==> src/rtl/fetch_stage.sv <==
// Instruction-fetch stage: one outstanding request to a variable-latency imem,
// a single-entry hold buffer for decode stalls, and drop tracking for redirects.
module fetch_stage #(
    parameter int              XLEN      = 32,
    parameter logic [XLEN-1:0] NOP_INSTR = 32'h00000013
) (
    input  logic            clk,
    input  logic            rst,
    input  logic [XLEN-1:0] pc_in,
    input  logic            flush,
    input  logic            id_stall,
    output logic            imem_req,
    output logic [XLEN-1:0] imem_addr,
    input  logic            imem_gnt,
    input  logic            imem_rvalid,
    input  logic [XLEN-1:0] imem_rdata,
    output logic            fetch_stall,
    output logic            if_id_valid,
    output logic [XLEN-1:0] if_id_instr,
    output logic [XLEN-1:0] if_id_pc
);

    typedef enum logic [1:0] {
        S_REQ,
        S_WAIT,
        S_HOLD
    } state_t;

    state_t          state_q, state_d;
    logic            drop_q, drop_d;
    logic [XLEN-1:0] req_pc_q, req_pc_d;
    logic [XLEN-1:0] hold_instr_q, hold_instr_d;
    logic [XLEN-1:0] hold_pc_q, hold_pc_d;
    logic            if_id_valid_q, if_id_valid_d;
    logic [XLEN-1:0] if_id_instr_q, if_id_instr_d;
    logic [XLEN-1:0] if_id_pc_q, if_id_pc_d;

    logic            can_accept;
    logic            deliver;
    logic [XLEN-1:0] deliver_instr;
    logic [XLEN-1:0] deliver_pc;

    assign can_accept = !id_stall || !if_id_valid_q;
    assign imem_addr  = pc_in;

    always_comb begin
        state_d       = state_q;
        drop_d        = drop_q;
        req_pc_d      = req_pc_q;
        hold_instr_d  = hold_instr_q;
        hold_pc_d     = hold_pc_q;
        imem_req      = 1'b0;
        deliver       = 1'b0;
        deliver_instr = imem_rdata;
        deliver_pc    = req_pc_q;

        case (state_q)
            S_REQ: begin
                imem_req = 1'b1;
                if (imem_gnt) begin
                    req_pc_d = pc_in;
                    state_d  = S_WAIT;
                    // A grant in a redirect cycle fetched the old path.
                    if (flush) begin
                        drop_d = 1'b1;
                    end
                end
            end
            S_WAIT: begin
                if (imem_rvalid) begin
                    if (drop_q || flush) begin
                        drop_d  = 1'b0;
                        state_d = S_REQ;
                    end else if (can_accept) begin
                        deliver = 1'b1;
                        state_d = S_REQ;
                    end else begin
                        hold_instr_d = imem_rdata;
                        hold_pc_d    = req_pc_q;
                        state_d      = S_HOLD;
                    end
                end else if (flush) begin
                    drop_d = 1'b1;
                end
            end
            S_HOLD: begin
                deliver_instr = hold_instr_q;
                deliver_pc    = hold_pc_q;
                if (flush) begin
                    state_d = S_REQ;
                end else if (can_accept) begin
                    deliver = 1'b1;
                    state_d = S_REQ;
                end
            end
            default: begin
                state_d = S_REQ;
            end
        endcase

        if_id_valid_d = if_id_valid_q;
        if_id_instr_d = if_id_instr_q;
        if_id_pc_d    = if_id_pc_q;
        if (flush || (!deliver && !id_stall)) begin
            if_id_valid_d = 1'b0;
            if_id_instr_d = NOP_INSTR;
        end else if (deliver) begin
            if_id_valid_d = 1'b1;
            if_id_instr_d = deliver_instr;
            if_id_pc_d    = deliver_pc;
        end

        // PC advances together with an IF/ID load, or to take a redirect.
        fetch_stall = rst || !(deliver || flush);
    end

    always_ff @(posedge clk) begin
        if (rst) begin
            state_q       <= S_REQ;
            drop_q        <= 1'b0;
            req_pc_q      <= '0;
            hold_instr_q  <= '0;
            hold_pc_q     <= '0;
            if_id_valid_q <= 1'b0;
            if_id_instr_q <= NOP_INSTR;
            if_id_pc_q    <= '0;
        end else begin
            state_q       <= state_d;
            drop_q        <= drop_d;
            req_pc_q      <= req_pc_d;
            hold_instr_q  <= hold_instr_d;
            hold_pc_q     <= hold_pc_d;
            if_id_valid_q <= if_id_valid_d;
            if_id_instr_q <= if_id_instr_d;
            if_id_pc_q    <= if_id_pc_d;
        end
    end

    assign if_id_valid = if_id_valid_q;
    assign if_id_instr = if_id_instr_q;
    assign if_id_pc    = if_id_pc_q;

endmodule

==> config.mk <==
export PLATFORM = sky130hd
export DESIGN_NAME = fetch_stage
export DESIGN_NICKNAME = d
export VERILOG_FILES = /design/src/rtl/fetch_stage.sv
export SDC_FILE = /design/constraint.sdc
export NUM_CORES = 1
export LEC_CHECK = 0
export BUFFER_PORTS_ARGS = -buffer_cell sky130_fd_sc_hd__buf_2
export CORE_ASPECT_RATIO = 0.6
export CORE_UTILIZATION = 49
export CTS_CLUSTER_DIAMETER = 100
export DETAILED_ROUTE_END_ITERATION = 12
export PLACE_DENSITY = 0.74
export SETUP_SLACK_MARGIN = 0.3
export SLEW_MARGIN = 20
export SYNTH_ARGS = -nofsm -noshare
export SYNTH_HDL_FRONTEND = slang
export SYNTH_SLANG_ARGS = --single-unit
==> constraint.sdc <==
create_clock -name clk -period 2.4 [get_ports clk]
set_input_delay 0.48 -clock clk [delete_from_list [all_inputs] [get_ports clk]]
set_output_delay 0.48 -clock clk [all_outputs]
set_load 0.01 [all_outputs]
==> results of run 1 <==
cell families (layout without fill, tap and decap cells):
family                   count (synthesis)  count (layout)  share of synthesized area
AO/OA/AOI/OAI                          172             172                      0.184
adder cells (fa/ha/maj)                  3               3                    0.00534
buffers and inverters                  103             231                     0.0897
flip-flops                             164             164                      0.467
multiplexers                            61              61                     0.0869
AND/OR/NAND/NOR                        277             277                      0.167
registers in the layout, indices dropped and copies added (netlist names):
| register | flops |
|---|---|
| if_id_instr | 32 |
| if_id_valid | 1 |
| drop_q | 1 |
| state_q | 2 |
| if_id_pc | 32 |
| hold_instr_q | 32 |
| hold_pc_q | 32 |
| req_pc_q | 32 |
timing repair:
action	4_1_cts	5_1_grt
endpoints found under the setup margin	1	1
buffers inserted	5	5
pin swaps	3	4
gates resized for setup	10	1
gates cloned	0	0
worst max-delay path by stage:
stage | from | end | slack, ns | cells after the start
finish | state_q[1]$_SDFFE_PP0P_ | fetch_stall | 0.26 | 6
global route | state_q[1]$_SDFFE_PP0P_ | fetch_stall | 0.19 | 6
CTS | state_q[1]$_SDFFE_PP0P_ | fetch_stall | 0.25 | 6
detailed placement | state_q[1]$_SDFFE_PP0P_ | if_id_pc[0]$_SDFFE_PP0P_ | 0.43 | 7
global placement | state_q[1]$_SDFFE_PP0P_ | if_id_pc[31]$_SDFFE_PP0P_ | 0.53 | 7
floorplan | state_q[1]$_SDFFE_PP0P_ | fetch_stall | 0.46 | 6
power breakdown:
part / total [W] / internal (W) / switching [W]
clock: 0.00274 / 0.00161 / 0.00113
sequential: 0.00280 / 0.00277 / 0.0000334
combinational: 0.000424 / 0.000161 / 0.000262
metrics by stage:
step / instances / power (W) / hold WS, ns / setup WS (ns)
floorplan: 780 / 0.00313 / 0.436 / 0.460
global placement: 1058 / 0.00327 / 0.442 / 0.528
detailed placement: 1058 / 0.00327 / 0.447 / 0.431
CTS: 1095 / 0.00602 / 0.292 / 0.246
global route: 1100 / 0.00617 / 0.303 / 0.194
finish: 1100 / 0.00596 / 0.304 / 0.265
final cells by class:
class	instances	share of cell area
clock inverters	13	0.0175
inverters	3	0.00163
well taps	192	0.0284
repair buffers	196	0.133
clock buffers	19	0.0536
multi-input cells	513	0.377
flip-flops and latches	164	0.389
layer usage:
metal	share of wire	wire, µm	global-route usage
met1	0.48	7900	0.307
met2	0.45	7300	0.343
met3	0.058	938	0.0454
met4	0.0086	141	0.0743
met5	0.0010	17	0
placed cells by master (no fill, tap or decap), types with 3 or more instances in the layout:
cell and count:
a211oi_1 5, a211oi_2 30, a21oi_1 99, buf_12 5, buf_2 166, buf_4 23
clkbuf_16 17, clkinv_2 3, dfxtp_1 162, ha_4 3, mux2i_1 61, nand2_1 195
nand4_1 29, nor2_1 32, nor2b_1 6, nor3b_1 3, o21ai_1 3, o31ai_1 11
o31ai_2 19
worst max-delay path, delay by kind of cell, from the launching register on:
| family | cells | cell delay, ns |
|---|---|---|
| DFF | 1 | 0.35 |
| AOI/OAI and AO/OA | 2 | 0.34 |
| buffers and inverters | 3 | 0.30 |
| adders and majority gates | 1 | 0.26 |
==> summary.txt, run 1 <==
status -> completed
Worst-Skew Late Latency -> 0.41 ns
DRT Pass-1 Iters -> 5
Peak Freq -> 468 MHz
CP Max Fanout -> 2
FF-to-FF End -> if_id_pc[20]$_SDFFE_PP0P_
layout cell share with drive strength beyond 1 -> 0.317
clock input transition at the sequential cells of the worst setup and hold paths -> 0.07 ns
vias in the first global route -> 5120
maximum clock path buffer count -> 2
Max-cap violations -> 0
WHS Path Cells -> 3
Cell Rows -> 33
multi-input logic area -> 3180 µm²
number of synthesized flops with an enable pin -> 0
Antenna Nets Post-Route -> 0
Arrival @ worst endpoint -> 1.66 ns
Cell Chain, Critical Path -> inv_4 > buf_12 > ha_4 > o2111ai_4 > a21o_1 > buf_6
sequential area share after synthesis -> 0.467
Final Cell Area -> 8450 µm²
Final GP Congestion -> 0.842
Worst-Margin Slew -> 0.723 ns
die area -> 14800 µm²
yosys warns -> 0
most common cell in the netlist -> nand2_1
Final Hold Vio Count -> 0
R2R Setup Slk -> 0.44 ns
die width -> 157 µm
Netlist Area Pre-Place -> 7030 µm²
Mean Syn Cell Area -> 9.01 µm²
Routed WL per cell -> 14.8 µm
R2R cell count -> 7
Startpoint Class -> register
global route total overflow -> 0
HP Start -> pc_in[8]
vias per cell -> 5.20
P_leak -> 3.16 nW
GRT Util Overall -> 0.221
DRC -> 0
CTS Hold Bufs -> 0
Worst path max stage delay -> 0.35 ns
area share of the largest cell type after synthesis -> 0.467
RR Startpoint -> state_q[1]$_SDFFE_PP0P_
Max IR drop VDD -> 329 µV
Root Buffer -> clkbuf_16
endpoint class of the critical path -> output port
Worst Hold End -> req_pc_q[8]$_SDFFE_PP0P_
Worst Skew -> 0.0119 ns
crit share post-route -> 0.890
Max Slew Vio Count -> 0
clock buffer count from CTS -> 17
Sequential Area -> 3290 µm²
headroom to the max-slew limit -> 0.518
final number of setup-violating endpoints -> 0
Area Growth Syn to Fin -> 20.2%
H-tree depth -> 4
IO Count -> 169
core area -> 13800 µm²
final setup TNS -> 0 ns
Final min period -> 2.14 ns
initial antenna violation count -> 1
#FFs+latches synth -> 164
RSZ-0062 raised after global routing -> true
starting density of the core -> 0.508
highest-delay cell along the critical path -> dfxtp_2
Post-synth top cells -> nand2_1 (195), dfxtp_1 (164), a21oi_1 (99)
Antenna diodes -> 0
initial drt markers -> 290
Post-Synthesis Cells -> 780
Post-Route WL -> 16300 µm
synth unique cells -> 34
PwrDens -> 706 nW/µm²
die span in y -> 94.8 µm
top_reg_cell synth -> dfxtp_1
Hold Crit Class -> in2reg
CTS sink count -> 164
pin count of the biggest net entering global routing -> 123
total of fill cells in the finished design -> 1217
top post-synthesis cells by area -> dfxtp_1 (47%), nand2_1 (10%), mux2i_1 (8.7%)
Async S/R FF share, synth -> 0
final core utilization -> 0.611
first-pass GRT wire length -> 25700 µm
Port-buffer cells -> 168
via count -> 5724
syn nets -> 853
placed inst area -> 7720 µm²
Detailed Place HPWL -> 10200 µm
fin nets -> 968
Synth area leader -> dfxtp_1
CP required -> 1.92 ns
Setup Crit Path Kind -> reg2out
CTS tree -> built
Note: power is estimated with default switching activity, not from simulation.
==> inputs of run 2 (changes only) <==
--- a/config.mk
+++ b/config.mk
@@ -6,11 +6,11 @@
 export NUM_CORES = 1
 export LEC_CHECK = 0
 export BUFFER_PORTS_ARGS = -buffer_cell sky130_fd_sc_hd__buf_2
-export CORE_ASPECT_RATIO = 0.6
 export CORE_UTILIZATION = 49
 export CTS_CLUSTER_DIAMETER = 100
 export DETAILED_ROUTE_END_ITERATION = 12
 export PLACE_DENSITY = 0.74
+export RECOVER_POWER = 100
 export SETUP_SLACK_MARGIN = 0.3
 export SLEW_MARGIN = 20
 export SYNTH_ARGS = -nofsm -noshare
==> run 2 against run 1 <==
Against the previous run: critical path depth is the same; flip-flop and latch count is the same; sequential share of layout area grew 1.5 points; global-route usage shrank 0.31 points; fmax shrank 4.1%; worst setup slack lost 0.092 ns; clock power shrank 7%; largest cell class unchanged; largest power group unchanged.
==> summary.txt, run 2 (synthesis results as in run 1) <==
status -> completed
initial drt markers -> 330
Worst-Margin Slew -> 0.759 ns
vias per cell -> 5.21
starting density of the core -> 0.504
final setup TNS -> 0 ns
Final Hold Vio Count -> 0
die area -> 14800 µm²
Root Buffer -> clkbuf_16
Final min period -> 2.23 ns
fin nets -> 966
final setup margin -> 0.173 ns
layout cell share with drive strength beyond 1 -> 0.188
Worst Skew -> 0.00607 ns
Startpoint Class -> register
Detailed Place HPWL -> 9740 µm
Max-cap violations -> 0
vias in the first global route -> 5079
Cell Rows -> 43
clock input transition at the sequential cells of the worst setup and hold paths -> 0.06 ns
Setup Crit Path Kind -> reg2out
clock buffer count from CTS -> 17
family with the most delay on the worst path -> flip-flops
CTS tree -> built
die span in y -> 122 µm
final number of setup-violating endpoints -> 0
CP Max Fanout -> 2
Setup WS pre-CTS -> 0.338 ns
GRT Util Overall -> 0.218
commonest cells after routing, fill and taps aside -> nand2_1 (195), dfxtp_1 (164), clkbuf_1 (102)
CTS sink count -> 164
core area -> 13900 µm²
initial antenna violation count -> 1
Arrival @ worst endpoint -> 1.75 ns
CP required -> 1.92 ns
maximum clock path buffer count -> 2
Routed WL per cell -> 14.5 µm
Final GP Congestion -> 0.824
DRT Pass-1 Iters -> 4
H-tree depth -> 4
Peak Freq -> 449 MHz
pin count of the biggest net entering global routing -> 63
Max Slew Vio Count -> 0
die width -> 122 µm
Post-Route WL -> 15800 µm
crit share post-route -> 0.928
endpoint class of the critical path -> output port
Worst path max stage delay -> 0.37 ns
final cell count without fillers -> 1087
headroom to the max-slew limit -> 0.494
Port-buffer cells -> 168
P_leak -> 2.72 nW
placed cell count -> 1047
DRC -> 0
Area Growth Syn to Fin -> 15.7%
Max IR drop VDD -> 617 µV
buffers and inverters on the worst path -> 3
RSZ-0062 raised after global routing -> true
PwrDens -> 708 nW/µm²
commonest non-fill, non-tap cell in the layout -> nand2_1
Worst-Skew Late Latency -> 0.43 ns
Antenna Nets Post-Route -> 0
Cell Chain, Critical Path -> inv_4 > clkbuf_1 > ha_4 > o2111ai_4 > a21o_1 > buf_6
IO Count -> 169
global route total overflow -> 0
highest-delay cell along the critical path -> dfxtp_1
via count -> 5668
Hold Crit Class -> in2reg
first-pass GRT wire length -> 25200 µm
==> run 2: where the power goes <==
part | leakage, nW | total [W] | internal (W) | switching, W
registers | 1.33 | 0.00280 | 0.00277 | 0.0000330
logic | 1.12 | 0.000397 | 0.000144 | 0.000253
clock network | 0.273 | 0.00256 | 0.00150 | 0.00106
==> run 2: worst register-to-register path, cell delays in order, from the launching register on <==
cell and delay [ns]:
dfxtp_1 0.37, clkbuf_4 0.15, ha_1 0.21, buf_4 0.17, o2111a_4 0.35, buf_2 0.49, nor2_1 0.12, a211oi_2 0.21
==> run 2: area by class of cell <==
class / count / area (µm²)
tap: 180 / 225
antenna: 1 / 2.50
inverter: 3 / 13.8
multi-input combinational: 513 / 3120
clock buffer: 23 / 478
timing repair buffer: 194 / 936
fill: 1304 / 5800
sequential: 164 / 3280
clock inverter: 9 / 78.8
==> run 2: worst paths after layout <==
kind	startpoint	endpoint	slack, ns	depth (start not counted)
setup / recovery	state_q[1]$_SDFFE_PP0P_	fetch_stall	0.17	6
hold / removal	imem_rdata[17]	hold_instr_q[17]$_SDFFE_PP0P_	0.30	3
hold reg to reg	hold_pc_q[17]$_SDFFE_PP0P_	hold_pc_q[17]$_SDFFE_PP0P_	0.45	2
setup reg to reg	state_q[1]$_SDFFE_PP0P_	if_id_pc[18]$_SDFFE_PP0P_	0.25	7
==> run 2: layer usage <==
metal	part of all wire	vias to the layer above	track usage
met2	0.46	172	0.335
met5	0	-	0
met4	0.014	0	0.0756
met1	0.47	2596	0.297
met3	0.059	17	0.0534
li1	-	2883	-
==> run 2: what timing repair did <==
item / CTS / global route
cloned: 0 / 0
resized for setup: 9 / 2
hold buffers: 0 / 0
pin swaps: 4 / 5
buffers inserted: 6 / 1
endpoints found under the setup margin: 1 / 11
==> run 2: stage by stage <==
stage | area (µm²) | power [W] | hold slack (ns) | util
2_1_floorplan | 7030 | 0.00313 | 0.436 | -
3_3_place_gp | 7710 | 0.00326 | 0.441 | 0.553
3_5_place_dp | 7710 | 0.00326 | 0.446 | 0.553
4_1_cts | 8350 | 0.00582 | 0.283 | 0.599
5_1_grt | 8130 | 0.00599 | 0.292 | 0.584
6_report | 8130 | 0.00576 | 0.299 | 0.584
